### src/rtl/mvau_pkg.sv
// Shared MVAU definitions: weight-loader state encoding.
package mvau_pkg;

  typedef enum logic [1:0] {
    LOAD  = 2'd0,
    READY = 2'd1,
    ERROR = 2'd2
  } wload_state_t;

endpackage

### src/rtl/mvau_weight_ram.sv
// Simple dual-port weight RAM: one write port, one registered read-first read port.
module mvau_weight_ram #(
  parameter int unsigned SIMD         = 2,
  parameter int unsigned TW           = 1,
  parameter int unsigned WMEM_DEPTH   = 4,
  parameter int unsigned WMEM_ADDR_BW = 4
) (
  input  logic                    clk_i,
  input  logic                    rst_i,
  input  logic                    we_i,
  input  logic [WMEM_ADDR_BW-1:0] wr_addr_i,
  input  logic [SIMD*TW-1:0]      wr_data_i,
  input  logic [WMEM_ADDR_BW-1:0] rd_addr_i,
  output logic [SIMD*TW-1:0]      rd_data_o
);

  localparam int unsigned DataW = SIMD * TW;
  localparam int unsigned IdxBw = (WMEM_DEPTH > 1) ? $clog2(WMEM_DEPTH) : 1;

  (* ram_style = "auto" *) logic [DataW-1:0] mem_q [WMEM_DEPTH];

  logic             wr_in_range;
  logic             rd_in_range;
  logic [DataW-1:0] rd_data_d;
  logic [DataW-1:0] rd_data_q;

  assign wr_in_range = (32'(wr_addr_i) < WMEM_DEPTH);
  assign rd_in_range = (32'(rd_addr_i) < WMEM_DEPTH);

  // Storage array: no reset so contents survive reset and reload.
  always_ff @(posedge clk_i) begin
    if (we_i && wr_in_range) begin
      mem_q[wr_addr_i[IdxBw-1:0]] <= wr_data_i;
    end
  end

  // Read mux; out-of-range addresses return zero.
  always_comb begin
    rd_data_d = '0;
    if (rd_in_range) begin
      rd_data_d = mem_q[rd_addr_i[IdxBw-1:0]];
    end
  end

  // Output register samples pre-write array contents, giving read-first behaviour.
  always_ff @(posedge clk_i or posedge rst_i) begin
    if (rst_i) begin
      rd_data_q <= '0;
    end else begin
      rd_data_q <= rd_data_d;
    end
  end

  assign rd_data_o = rd_data_q;

endmodule

### src/rtl/mvau_weight_loader.sv
// Runtime weight loader: AXI-Stream words written sequentially into the PE weight RAM.
module mvau_weight_loader
  import mvau_pkg::*;
#(
  parameter int unsigned SIMD         = 2,
  parameter int unsigned TW           = 1,
  parameter int unsigned WMEM_DEPTH   = 4,
  parameter int unsigned WMEM_ADDR_BW = 4
) (
  input  logic                    aclk,
  input  logic                    areset,
  input  logic [SIMD*TW-1:0]      s_axis_tdata,
  input  logic                    s_axis_tvalid,
  input  logic                    s_axis_tlast,
  output logic                    s_axis_tready,
  input  logic                    reload,
  input  logic [WMEM_ADDR_BW-1:0] wmem_addr,
  output logic [SIMD*TW-1:0]      wmem_out,
  output logic                    wmem_valid,
  output logic                    load_err
);

  localparam logic [WMEM_ADDR_BW-1:0] LastAddr = WMEM_ADDR_BW'(WMEM_DEPTH - 1);

  wload_state_t            state_q, state_d;
  logic [WMEM_ADDR_BW-1:0] cnt_q, cnt_d;
  logic                    valid_q, valid_d;
  logic                    err_q, err_d;
  logic                    accept;

  // Ready is gated by reset directly so it is low for the whole reset assertion.
  assign s_axis_tready = (state_q == LOAD) && !areset;
  assign accept        = s_axis_tvalid && (state_q == LOAD);

  // Next-state: advance on handshakes, close the set on tlast or on the last address.
  always_comb begin
    state_d = state_q;
    cnt_d   = cnt_q;
    valid_d = valid_q;
    err_d   = err_q;
    unique case (state_q)
      LOAD: begin
        if (accept) begin
          if (cnt_q == LastAddr) begin
            cnt_d = '0;
            if (s_axis_tlast) begin
              state_d = READY;
              valid_d = 1'b1;
            end else begin
              state_d = ERROR;
              err_d   = 1'b1;
            end
          end else if (s_axis_tlast) begin
            cnt_d   = '0;
            state_d = ERROR;
            err_d   = 1'b1;
          end else begin
            cnt_d = cnt_q + 1'b1;
          end
        end
      end
      READY, ERROR: begin
        if (reload) begin
          state_d = LOAD;
          cnt_d   = '0;
          valid_d = 1'b0;
          err_d   = 1'b0;
        end
      end
      default: begin
        state_d = LOAD;
        cnt_d   = '0;
        valid_d = 1'b0;
        err_d   = 1'b0;
      end
    endcase
  end

  // FSM, counter and status flags.
  always_ff @(posedge aclk or posedge areset) begin
    if (areset) begin
      state_q <= LOAD;
      cnt_q   <= '0;
      valid_q <= 1'b0;
      err_q   <= 1'b0;
    end else begin
      state_q <= state_d;
      cnt_q   <= cnt_d;
      valid_q <= valid_d;
      err_q   <= err_d;
    end
  end

  assign wmem_valid = valid_q;
  assign load_err   = err_q;

  mvau_weight_ram #(
    .SIMD         (SIMD),
    .TW           (TW),
    .WMEM_DEPTH   (WMEM_DEPTH),
    .WMEM_ADDR_BW (WMEM_ADDR_BW)
  ) u_ram (
    .clk_i     (aclk),
    .rst_i     (areset),
    .we_i      (accept),
    .wr_addr_i (cnt_q),
    .wr_data_i (s_axis_tdata),
    .rd_addr_i (wmem_addr),
    .rd_data_o (wmem_out)
  );

endmodule

### config.mk
export PLATFORM = sky130hd
export DESIGN_NAME = mvau_weight_loader
export DESIGN_NICKNAME = d
export VERILOG_FILES = /design/src/rtl/mvau_pkg.sv /design/src/rtl/mvau_weight_ram.sv /design/src/rtl/mvau_weight_loader.sv
export SDC_FILE = /design/constraint.sdc
export NUM_CORES = 1
export LEC_CHECK = 0
export ABC_AREA = 1
export BUFFER_PORTS_ARGS = -buffer_cell sky130_fd_sc_hd__buf_2
export CELL_PAD_IN_SITES_DETAIL_PLACEMENT = 0
export CELL_PAD_IN_SITES_GLOBAL_PLACEMENT = 2
export CORE_ASPECT_RATIO = 0.9
export CORE_MARGIN = 1.5
export CORE_UTILIZATION = 35
export CTS_CLUSTER_SIZE = 12
export DETAILED_ROUTE_END_ITERATION = 10
export GPL_TIMING_DRIVEN = 0
export PLACE_DENSITY_LB_ADDON = 0.25
export SLEW_MARGIN = 10
export SYNTH_ARGS = -nofsm -noshare
export SYNTH_HDL_FRONTEND = slang
export SYNTH_SLANG_ARGS = --single-unit
### constraint.sdc
create_clock -name aclk -period 2.7 [get_ports aclk]
set_clock_uncertainty 0.05 [all_clocks]
set_input_delay 0.27 -clock aclk [delete_from_list [all_inputs] [get_ports aclk]]
set_output_delay 0.27 -clock aclk [all_outputs]
set_load 0.02 [all_outputs]
[After elaboration in Yosys (flattened, before gate mapping)]
Memories as Yosys holds them, arrays and structs flattened.
Index checks and enable logic that the tools add are counted.
Storage, ports and cells
  register bits after elaboration: 10
  bits in writable memories: 8
  bits of input ports: 11
  output and inout port bits: 5
  word-level logic and storage cells: 51
  memories: 1
Memory list
  u_ram.mem_q: words 4, width 2, rd ports 1, clocked after memory_dff 0, write ports 1, RTL line mvau_weight_ram.sv:20  | (* ram_style = "auto" *) logic [DataW-1:0] mem_q [WMEM_DEPTH];
Operators by class
  add/subtract/negate cells: 1
  magnitude comparators: 2
  eq/ne operators: 9
  muxes and demuxes: 23
  reductions and logical operators: 10
Operators by type and width (count)
  two-way mux 4 bit: 4
  two-way mux 2 bit: 6
  two-way mux 1 bit: 9
  less-than comparator 4 x 3 -> 1 bit (second input constant): 2
  case mux 4 bit (2 select lines): 1
  AND reduction 4 bit: 2
  adder 4 x 1 -> 4 bit (second input constant): 1
  == test 4 x 2 -> 1 bit (second input constant): 1
  != test 2 x 1 -> 1 bit (second input constant): 2
  != test 2 bit (second input constant): 2
  case mux 1 bit (2 select lines): 2
  case mux 2 bit (2 select lines): 1
  logical AND 1 bit: 3
  != test 3 x 2 -> 1 bit (second input constant): 1
  != test 3 bit (second input constant): 1
  AND reduction 3 bit: 1
  == test 2 x 1 -> 1 bit (second input constant): 1
  == test 2 bit (second input constant): 1
  zero test 2 bit: 1
  AND reduction 2 bit: 1
  OR reduction 2 bit: 1
  zero test 1 bit: 1

[Logic depth before layout (Yosys ltp)]
  word-level depth: 5
  mapped depth: 9
  depth with buffers taken out: 9

[Modules after synthesis]
A second synthesis with hierarchy kept.
Second synthesis, totals
  cell total of the unflattened synthesis: 112
  area, all modules: 923.4 µm²
By module, submodules not included
  mvau_weight_loader: instances 1, cells each 68, area an instance 490.5 µm², seq. area each 200.2 µm²
  mvau_weight_ram: instances 1, cells each 44, area an instance 432.9 µm², seq. area each 290.3 µm²

[Worst setup path after synthesis]
Ideal clock, no wire load.
  kind: reg2out
  from: register state_q[0]
  to: output port s_axis_tready
  arrival time: 1.000 ns
  data required time: 2.380 ns
  path slack: 1.380 ns
  cell stages (with the launch flop): 5
  buffers on the path: 0
  path through: dfrtp_1 -> inv_1 -> ha_1 -> inv_2 -> nor2_1
On the way
  cells in the longest elaborated chain, start to end: 2
Ends and longest elaborated chain
  from (decl): RTL line mvau_weight_loader.sv:25  | wload_state_t state_q, state_d;
  from (signal assigned): RTL line mvau_weight_loader.sv:87  | state_q <= state_d;
  zero test 2 bit: RTL line mvau_weight_loader.sv:32  | assign s_axis_tready = (state_q == LOAD) && !areset;
  logical AND 1 bit: RTL line mvau_weight_loader.sv:32
  to (decl): RTL line mvau_weight_loader.sv:15  | output logic s_axis_tready,
No other way between the ends.

[Worst setup path after layout]
Ends and elaborated chain as after synthesis.

==> results.tsv <==
stage	metric	value	unit
clocking	cts_setup_buffers	0	
final_layout	fin_util	0.431	
yosys	synthTopCellsByCount	nor2_1, inv_1, nand2_1	
timing	post-route-period-util	0.606	
final_layout	multiInputGateArea	360	um^2
timing	setup_viol	0	
yosys	synth-main-ff-cell	dfrtp_1	
global_route	antenna_found_initial	0	
yosys	syn_nets	118	
critical_path	start_kind	flop	
clocking	cts-root-buf	clkbuf_4	
die	initial_core_util	0.372	
clocking	cts_num_sinks	18	
final_layout	diodes	0	
pwr	p_per_area	757	mW/mm^2
clocking	ctsLongestPathBuffers	2	
critical_path	cp_max_fo	5	
yosys	synthDistinctLibCells	18	
timing	worst_pin_slew	418	ps
routing	drt-total-wl	1.51	mm
critical_path	crit_type	reg -> out	
critical_path	crit_start	state_q[0]	
die	dieArea	0.00296	mm^2
place	place_hpwl	1.21	mm
timing	hold_violations	0	
pwr	p_leak	0.518	nW
die	rows	17	
routing	wl_met2	706	um
die	die_w	57.2	um
yosys	synth_seq_cells	18	
routing	wl_per_cell	10.1	um
critical_path	r2r_start	state_q[0]	
final_layout	fillCellCount	260	
routing	vias	661	
global_route	gr-usage-all-layers	0.119	
yosys	synth-edff-count	8	
clocking	clk_latency	290	ps
yosys	synth.largest_area_cell	dfrtp_1	
pwr	p_total	812	uW
yosys	ys_async_sr_fraction	0.556	
global_route	grt_max_degree	11	
global_route	grt-ovfl-total	0	
yosys	syn_avg_cell_area	9.08	um^2
place	portBuffers	15	
timing	rsz0062_at_grt	no	
routing	met3_length	95	um
final_layout	drive_gt1_frac	0.279	
die	core-area	0.00249	mm^2
timing	post-route-min-period	1640	ps
final_layout	area_delta_synth_final	15.8	%
outcome	status	complete, no violations	
routing	drt-pass1-iter-count	4	
critical_path	critPathCaptureType	output pin	
yosys	synth_seq_area_share	0.530	
clocking	cts_tree	built	
critical_path	worstPathArrival	1320	ps
clocking	cts_made_buffers	3	
routing	drc_errors	0	
yosys	synthTopCellsByArea	dfrtp_1, edfxtp_1, nor2_1	
pwr	peakVddDrop	329	uV
yosys	yosysWarnings	0	
global_route	grt_pass1_vias	643	
yosys	syn_area	926	um^2
yosys	postSynthCellCount	102	
clocking	clk_pin_slew	110	ps
place	gp_congestion	0.720	
hold_path	min_from	s_axis_tdata[1]	
routing	drtIter0Drc	25	
clocking	cts_max_level	1	
critical_path	cp.required	2380	ps
global_route	grt_pass1_wl	2.68	mm
run	maxCapViolations	0	
final_layout	nNetsFinal	139	
routing	top_layer_used	met4	
routing	avgViaCountPerCell	4.41	
timing	slew_headroom	0.721	
timing	finalMaxSlewViolations	0	
timing	fmax	0.611	GHz
hold_path	hold_path_class	in -> reg	
yosys	synth_top_area_frac	0.270	
timing	setup_tns	0	ps
yosys	yosysMostFrequentCell	nor2_1	
die	ioPinCount	16	
die	fp.dieH	51.8	um
routing	ant_nets	0	
routing	drt-met1-wl	697	um
final_layout	seqCellArea	490	um^2
==> stage by stage <==
stage / worst slack [ps] / area, um^2 / std cells / hold slack [ps]
6_report: 1060 / 1070 / 150 / 144
4_1_cts: 1040 / 1070 / 150 / 141
3_5_place_dp: 1270 / 1040 / 145 / 249
3_3_place_gp: 1260 / 1040 / 145 / 233
5_1_grt: 955 / 1070 / 150 / 138
2_1_floorplan: 1380 / 926 / 102 / 60.2
==> power by group <==
part           switching [mW]  internal (mW)
Combinational           0.207          0.110
Clock                  0.0787         0.0536
Sequential             0.0267          0.336
==> state kept, by name (all words and copies together), names as in the netlist <==
register,cells
u_ram.rd_data_o,2
u_ram.mem_q,8
cnt_q,4
wmem_valid,1
load_err,1
state_q,2
==> cells in the final DEF, fill, tap and decap left out, types with 3 or more instances in the layout <==
cell	synthesis	layout
nand3_1	5	5
nor2_2	3	3
a21oi_1	3	3
nor2_1	18	18
inv_1	17	17
nand2_1	12	12
buf_2	0	15
ha_1	5	5
nand2_4	3	3
nand2_2	5	5
o21ai_0	5	5
edfxtp_1	8	8
clkbuf_4	0	3
inv_2	3	3
dfrtp_1	10	10
==> logic make-up (layout without fill, tap and decap cells) <==
logic type / Yosys count / count (layout) / synth area share
buf+inv: 20 / 40 / 0.0811
simple gates: 48 / 48 / 0.258
compound gates: 11 / 11 / 0.0635
fa+ha+maj: 5 / 5 / 0.0676
flops: 18 / 18 / 0.530
==> worst paths after layout <==
| kind | cells past startpoint | slack [ps] | end |
|---|---|---|---|
| min in group asynchronous | 3 | 470 | state_q[0] |
| max in group asynchronous | 3 | 1830 | u_ram.rd_data_o[1] |
| min | 1 | 140 | u_ram.mem_q[3][1] |
| min reg2reg | 2 | 430 | load_err |
| max reg2reg | 4 | 1260 | u_ram.mem_q[2][0] |
| max | 5 | 1060 | s_axis_tready |
==> repair_timing <==
item,4_1_cts,5_1_grt
endpoints found under the hold margin,10,0
hold buffers,1,0
gates resized for setup,0,0
setup endpoints to repair,0,0
==> per-layer routing <==
metal  up-vias  track usage
met4         0       0.0310
li1        357            -
met3         2       0.0373
met5         -            0
met2        14        0.205
met1       288        0.144
==> worst max-delay path, cell delays in order (launching register included) <==
cell and delay (ps):
dfrtp_1 390, inv_1 60, ha_1 250, inv_2 90, nor2_1 80, buf_2 160
==> area by class of cell <==
class,instances,area share
Clock buffer,3,0.0210
Timing Repair Buffer,16,0.0793
Inverter,20,0.0700
Multi-Input combinational cell,64,0.336
Sequential cell,18,0.457
Clock inverter,1,0.00350
Tap cell,28,0.0327
Note: power is estimated with default switching activity, not from simulation.
